`src/rtl/conv_pkg.sv`:
```
// Shared state type and helper functions for the parametrised convolution engine.
// Geometry helpers take the engine parameters as arguments so every instance derives its own sizes.
package conv_pkg;

  typedef enum logic [2:0] {IDLE, RUN, DRAIN, OUT, DONE} state_t;

  function automatic int out_dim(input int img, input int k);
    return img - k + 1;
  endfunction

  function automatic int tap_count(input int k, input int ch);
    return k * k * ch;
  endfunction

  function automatic int idx_bits(input int n);
    return (n > 1) ? $clog2(n) : 1;
  endfunction

  // Clamp to the signed dw-bit range, then optionally zero negative values.
  function automatic logic signed [63:0] sat_relu(input logic signed [63:0] v, input int dw,
                                                  input logic relu);
    logic signed [63:0] hi, lo, r;
    hi = (64'sd1 <<< (dw - 1)) - 64'sd1;
    lo = -(64'sd1 <<< (dw - 1));
    if (v > hi)      r = hi;
    else if (v < lo) r = lo;
    else             r = v;
    if (relu && (r < 64'sd0)) r = 64'sd0;
    return r;
  endfunction

endpackage

```
`src/rtl/conv_mac.sv`:
```
// Multiply-accumulate pipeline: RAM data stage, product register, accumulator, result stage.
// Everything holds while enable is low so a freeze is invisible apart from its delay.
module conv_mac import conv_pkg::*; #(
  parameter int DW = 16,
  parameter int FB = 8,
  parameter int AW = 40
) (
  input  logic                 clk,
  input  logic                 rst,
  input  logic                 enable,
  input  logic                 relu_en,
  input  logic                 issue,
  input  logic                 issue_first,
  input  logic                 load,
  input  logic signed [DW-1:0] feat_data,
  input  logic signed [DW-1:0] wgt_data,
  output logic        [DW-1:0] result
);

  logic                   data_vld, data_first, prod_vld, prod_first;
  logic signed [2*DW-1:0] prod_q;
  logic signed [AW-1:0]   acc_q, prod_ext;
  logic signed [63:0]     acc_shift;

  always_comb begin
    prod_ext  = $signed({{(AW - 2 * DW){prod_q[2*DW-1]}}, prod_q});
    acc_shift = $signed({{(64 - AW){acc_q[AW-1]}}, acc_q}) >>> FB;
  end

  always_ff @(posedge clk or posedge rst) begin
    if (rst) begin
      data_vld   <= 1'b0;
      data_first <= 1'b0;
      prod_vld   <= 1'b0;
      prod_first <= 1'b0;
      prod_q     <= '0;
      acc_q      <= '0;
      result     <= '0;
    end else if (enable) begin
      data_vld   <= issue;
      data_first <= issue_first;
      prod_q     <= feat_data * wgt_data;
      prod_vld   <= data_vld;
      prod_first <= data_first;
      if (prod_vld) acc_q <= prod_first ? prod_ext : acc_q + prod_ext;
      if (load) result <= DW'(sat_relu(acc_shift, DW, relu_en));
    end
  end

endmodule

```
`src/rtl/conv_engine_param.sv`:
```
// Single-output-channel K x K x IN_CH valid convolution over an IMG_W x IMG_H image.
// Holds the window FSM and RAM address generation; arithmetic lives in conv_mac.
module conv_engine_param import conv_pkg::*; #(
  parameter  int DATA_WIDTH            = 16,
  parameter  int FRAC_BITS             = 8,
  parameter  int IN_FEATURE_ADDR_WIDTH = 11,
  parameter  int WEIGHT_ADDR_WIDTH     = 8,
  parameter  int IMG_W                 = 32,
  parameter  int IMG_H                 = 32,
  parameter  int KERNEL                = 3,
  parameter  int IN_CH                 = 1,
  parameter  int ACC_WIDTH             = 40,
  localparam int OUT_W                 = out_dim(IMG_W, KERNEL),
  localparam int OUT_H                 = out_dim(IMG_H, KERNEL),
  localparam int OA_W                  = idx_bits(OUT_W * OUT_H)
) (
  input  logic                             clock,
  input  logic                             reset,
  input  logic                             enable,
  input  logic                             relu_en,
  output logic                             rd_en,
  output logic [IN_FEATURE_ADDR_WIDTH-1:0] feat_addr,
  input  logic signed [DATA_WIDTH-1:0]     feat_data,
  output logic [WEIGHT_ADDR_WIDTH-1:0]     wgt_addr,
  input  logic signed [DATA_WIDTH-1:0]     wgt_data,
  output logic [DATA_WIDTH-1:0]            finalresult,
  output logic [OA_W-1:0]                  out_addr,
  output logic                             result_valid,
  output logic                             done
);

  state_t      state, state_nx;
  logic [15:0] kx, ky, ch, col, row;
  logic        dcnt, rv_q, done_q, tap_first, tap_last, win_last, load;
  int          fa_i, wa_i, oa_i;

  always_comb begin
    tap_first = (kx == '0) && (ky == '0) && (ch == '0);
    tap_last  = (kx == 16'(KERNEL - 1)) && (ky == 16'(KERNEL - 1)) && (ch == 16'(IN_CH - 1));
    win_last  = (col == 16'(OUT_W - 1)) && (row == 16'(OUT_H - 1));
    fa_i = int'(ch) * IMG_W * IMG_H + (int'(row) + int'(ky)) * IMG_W + int'(col) + int'(kx);
    wa_i = int'(ch) * KERNEL * KERNEL + int'(ky) * KERNEL + int'(kx);
    oa_i = int'(row) * OUT_W + int'(col);
    feat_addr = IN_FEATURE_ADDR_WIDTH'(fa_i);
    wgt_addr  = WEIGHT_ADDR_WIDTH'(wa_i);
  end

  always_ff @(posedge clock or posedge reset) begin
    if (reset) state <= IDLE;
    else       state <= state_nx;
  end

  // DONE is the one state that reacts to enable low instead of freezing.
  always_comb begin
    state_nx = state;
    case (state)
      IDLE:    if (enable) state_nx = RUN;
      RUN:     if (enable && tap_last) state_nx = DRAIN;
      DRAIN:   if (enable && dcnt) state_nx = OUT;
      OUT:     if (enable) state_nx = win_last ? DONE : RUN;
      DONE:    if (!enable) state_nx = IDLE;
      default: state_nx = IDLE;
    endcase
  end

  always_comb begin
    rd_en        = enable && (state == RUN);
    load         = enable && (state == OUT);
    result_valid = rv_q && enable;
    done         = (state == DONE) && done_q;
  end

  always_ff @(posedge clock or posedge reset) begin
    if (reset) begin
      kx       <= '0;
      ky       <= '0;
      ch       <= '0;
      col      <= '0;
      row      <= '0;
      dcnt     <= 1'b0;
      rv_q     <= 1'b0;
      done_q   <= 1'b0;
      out_addr <= '0;
    end else begin
      done_q <= (state == DONE) && (done_q || enable);
      if (enable) begin
        rv_q <= (state == OUT);
        case (state)
          RUN: begin
            if (tap_last) begin
              kx <= '0;
              ky <= '0;
              ch <= '0;
            end else if (kx == 16'(KERNEL - 1)) begin
              kx <= '0;
              if (ky == 16'(KERNEL - 1)) begin
                ky <= '0;
                ch <= ch + 16'd1;
              end else begin
                ky <= ky + 16'd1;
              end
            end else begin
              kx <= kx + 16'd1;
            end
          end
          DRAIN: dcnt <= ~dcnt;
          OUT: begin
            out_addr <= OA_W'(oa_i);
            if (win_last) begin
              col <= '0;
              row <= '0;
            end else if (col == 16'(OUT_W - 1)) begin
              col <= '0;
              row <= row + 16'd1;
            end else begin
              col <= col + 16'd1;
            end
          end
          default: ;
        endcase
      end else if (state == DONE) begin
        rv_q <= 1'b0;
      end
    end
  end

  conv_mac #(.DW(DATA_WIDTH), .FB(FRAC_BITS), .AW(ACC_WIDTH)) u_mac (
    .clk         (clock),
    .rst         (reset),
    .enable      (enable),
    .relu_en     (relu_en),
    .issue       (rd_en),
    .issue_first (tap_first),
    .load        (load),
    .feat_data   (feat_data),
    .wgt_data    (wgt_data),
    .result      (finalresult)
  );

endmodule

```
`config.mk`:
```
export PLATFORM = sky130hd
export DESIGN_NAME = conv_engine_param
export DESIGN_NICKNAME = d
export VERILOG_FILES = /design/src/rtl/conv_pkg.sv /design/src/rtl/conv_mac.sv /design/src/rtl/conv_engine_param.sv
export SDC_FILE = /design/constraint.sdc
export NUM_CORES = 1
export LEC_CHECK = 0
export BUFFER_PORTS_ARGS = -buffer_cell sky130_fd_sc_hd__buf_4
export CORE_MARGIN = 4
export CORE_UTILIZATION = 25
export CTS_CLUSTER_SIZE = 14
export DETAILED_ROUTE_END_ITERATION = 7
export PLACE_DENSITY_LB_ADDON = 0.05
export SETUP_SLACK_MARGIN = 0.4
export SYNTH_ARGS = -nofsm -noshare
export SYNTH_HDL_FRONTEND = slang
export SYNTH_SLANG_ARGS = --single-unit
```
`constraint.sdc`:
```
create_clock -name clock -period 4.9 [get_ports clock]
set_clock_uncertainty 0.05 [all_clocks]
set_input_delay 0 -clock clock [delete_from_list [all_inputs] [get_ports clock]]
set_output_delay 0 -clock clock [all_outputs]
set_load 0.1 [all_outputs]
```
==> results.md <==
- Die ar.: 96580 um^2
- R2r setup slk: 1130 ps
- Global Route Usage Sum: 13.58%
- CP Max Fanout: 5
- Setup crit end kind: register
- Critical Path RT: 5220 ps
- Multi-input logic area: 16920 um^2
- Syn Std Cell Area: 22920 um^2
- Layout fillers: 9517
- Starting density of the core: 25.35%
- Core Region: 90420 um^2
- Final hold violation count: 0
- Placer Congestion: 0.7563
- Clock Latency Late Sink: 480 ps
- Syn nets: 3038
- GR peak layer: met2
- Setup-failing EPs final: 15
- Utilization after layout: 30.99%
- Syn_area_per_cell: 9.197 um^2
- Average wire per standard cell: 15.86 um
- Fin nets: 3311
- Iteration count of the initial detailed-routing pass: 7
- Post-synthesis sequential area ratio: 20.53%
- RSZ-0062 raised after global routing: yes
- Buffers on Ports: 83
- Maxcap violations: 0
- Worst reg2reg endpoint: out_addr[9]
- Total CTS buffers: 17
- Status: finished, violations left
- Die height: 310.8 um
- Fin crit period: 5399 ps
- Ports: 84
- Met3 GRT Util: 1.578%
- CTS tree: done
- Initial drt markers: 729
- Most frequent cells in the layout: 412 x inv_1, 287 x fa_1, 271 x buf_4
- Clock root buffer: clkbuf_16
- GRT Residual Overflow: 0
- Worst-path clk slew: 70 ps
- Crit path DAT: 5720 ps
- Startpoint Class: input port
- Top_reg_cell synth: dfrtp_1
- Worst slack at placement: -1339 ps
- Final worst path period share: 110.2%
- DR vias/cell: 4.398
- Post-synthesis cell type count: 83
- FP Rows: 110
- DR vias: 17390
- # diodes: 0
- CTS max path bufs: 2
- Layout cells sized above 1: 18.91%
- DP Wirelength: 52.29 mm
- First-pass GRT wire length: 105.2 mm
- M2 GR Usage: 25.06%
- FF-to-FF path depth: 15
- Max-slew violation count: 0
- Vias in the first global route: 19490
- Hold crit path type: input port to register
- Yosys warnings: 0
- Cells after synthesis: 2492
- Final WS setup: -499.4 ps
- Number of flops mapped to enable cells by yosys: 0
- Area growth syn-to-layout: 22.29%
- Initial antenna violation count: 1
- F_max: 185.2 MHz
- H-tree lvl count: 4
- #FFs+latches synth: 188
- GRT met1 Usage: 16.99%
- Die X: 310.8 um
- Worst relative slew slack: 33.37%
- Hold Path Origin: relu_en
- Largest net degree at the start of global routing: 127
- # clock sinks: 188
- DR DRC count: 0
- Worst Hold Depth: 4
- Setup TNS: -4122 ps
- Crit Path Category: input port to register
- Worst slew pin tran: 992.8 ps
- DRT antenna net count: 0
- Violated checks: negative setup slack
- FF-to-FF Start: row[2]
- Most common cell after layout, fill and taps aside: inv_1
- Hold EP: u_mac.result[2]
- WL final: 62.71 mm
- Asr flop ratio synth: 100.0%
- Register area: 4708 um^2
[cell usage after synthesis (4+ instances only)]
library cell,number,area share [%]
o211ai_1,5,0.16
mux2i_1,7,0.31
o21bai_1,22,0.72
or4_1,6,0.20
nand3_1,29,0.63
o21ai_0,119,2.6
clkbuf_1,60,0.98
o21a_1,13,0.43
a21o_1,31,1.0
dfrtp_1,188,21
nor3_1,21,0.46
mux2_2,24,1.2
xor2_1,37,1.4
nand4_1,31,0.85
ha_1,209,11
nand2_1,263,4.3
and2_1,127,3.5
fa_1,301,26
and3_1,20,0.55
xnor2_1,137,5.2
a211oi_1,13,0.43
o31ai_1,9,0.29
nor2_1,123,2.0
buf_1,8,0.13
a21oi_2,4,0.15
nand2b_1,17,0.46
inv_1,437,7.2
nor2b_1,11,0.30
a21oi_1,133,2.9
nor4_1,11,0.30
or3_1,7,0.19
[worst max-delay path: stages]
cell and delay (ps):
buf_12 110, and2_4 150, fa_1 530, inv_1 50
fa_1 490, fa_1 440, fa_1 510, inv_1 50
fa_1 500, inv_1 50, fa_1 490, inv_2 50
ha_4 220, a21oi_4 160, o21bai_2 90, a21o_1 180
a211o_1 290, o21ai_4 220, a21oi_4 90, o41ai_4 350
a311oi_1 150, or3_1 320, a31o_1 210
[state kept, by name, summed over array words and instances, names as in the netlist, 3 cells and up]
register and cells:
kx 16, ch 16, u_mac.acc_q 40, state 3, col 16, row 16
out_addr 10, ky 16, u_mac.prod_q 32, u_mac.result 16
[cells by family after synthesis]
kind of cell	count (synthesis)	share of synthesized area, %
AO/OA/AOI/OAI	401	10.97
XOR/XNOR	174	6.650
adder cells (fa/ha/maj)	510	37.70
buffers and inverters	509	8.407
flip-flops	188	20.53
multiplexers	31	1.485
AND/OR/NAND/NOR	679	14.25
[worst max-delay path by stage]
stage,to,cells after the start,startpoint
2_1_floorplan,u_mac.prod_q[31],23,feat_data[5]
3_3_place_gp,u_mac.prod_q[31],23,wgt_data[4]
3_5_place_dp,u_mac.prod_q[31],23,wgt_data[4]
4_1_cts,u_mac.prod_q[31],23,wgt_data[4]
5_1_grt,u_mac.prod_q[29],24,wgt_data[4]
6_report,u_mac.prod_q[31],23,wgt_data[4]
[through the flow]
stage,hold slack [ps],cells,cell area (um^2)
6_report,239.1,3953,28030
5_1_grt,269.0,3953,28030
4_1_cts,205.7,3943,27840
3_5_place_dp,-45.43,3867,26460
3_3_place_gp,-44.61,3867,26460
2_1_floorplan,96.86,2492,23290
[final cells by class]
cell class / instances / share of cell area (%)
clock buffer: 18 / 1.531
clock inverter: 13 / 0.3214
inverter: 438 / 5.879
multi-input combinational: 1795 / 60.36
sequential: 188 / 16.80
tap: 1176 / 5.250
timing repair buffer: 325 / 9.862
[what timing repair did]
action	4_1_cts	5_1_grt
setup endpoints to repair	25	26
cloned	1	0
hold buffers	5	0
pin swaps	59	48
endpoints found under the hold margin	162	0
resized for setup	116	38
setup buffers	39	10
[routing by layer]
| layer | up-vias | share of wire, % |
|---|---|---|
| met1 | 8723 | 45 |
| li1 | 8487 | - |
| met5 | - | 0 |
| met4 | 0 | 1.4 |
| met2 | 132 | 52 |
| met3 | 45 | 1.7 |
Power is left out: the tool's default activity adds up to more than one toggle a clock period on the data nets, which glitch-free logic cannot reach.
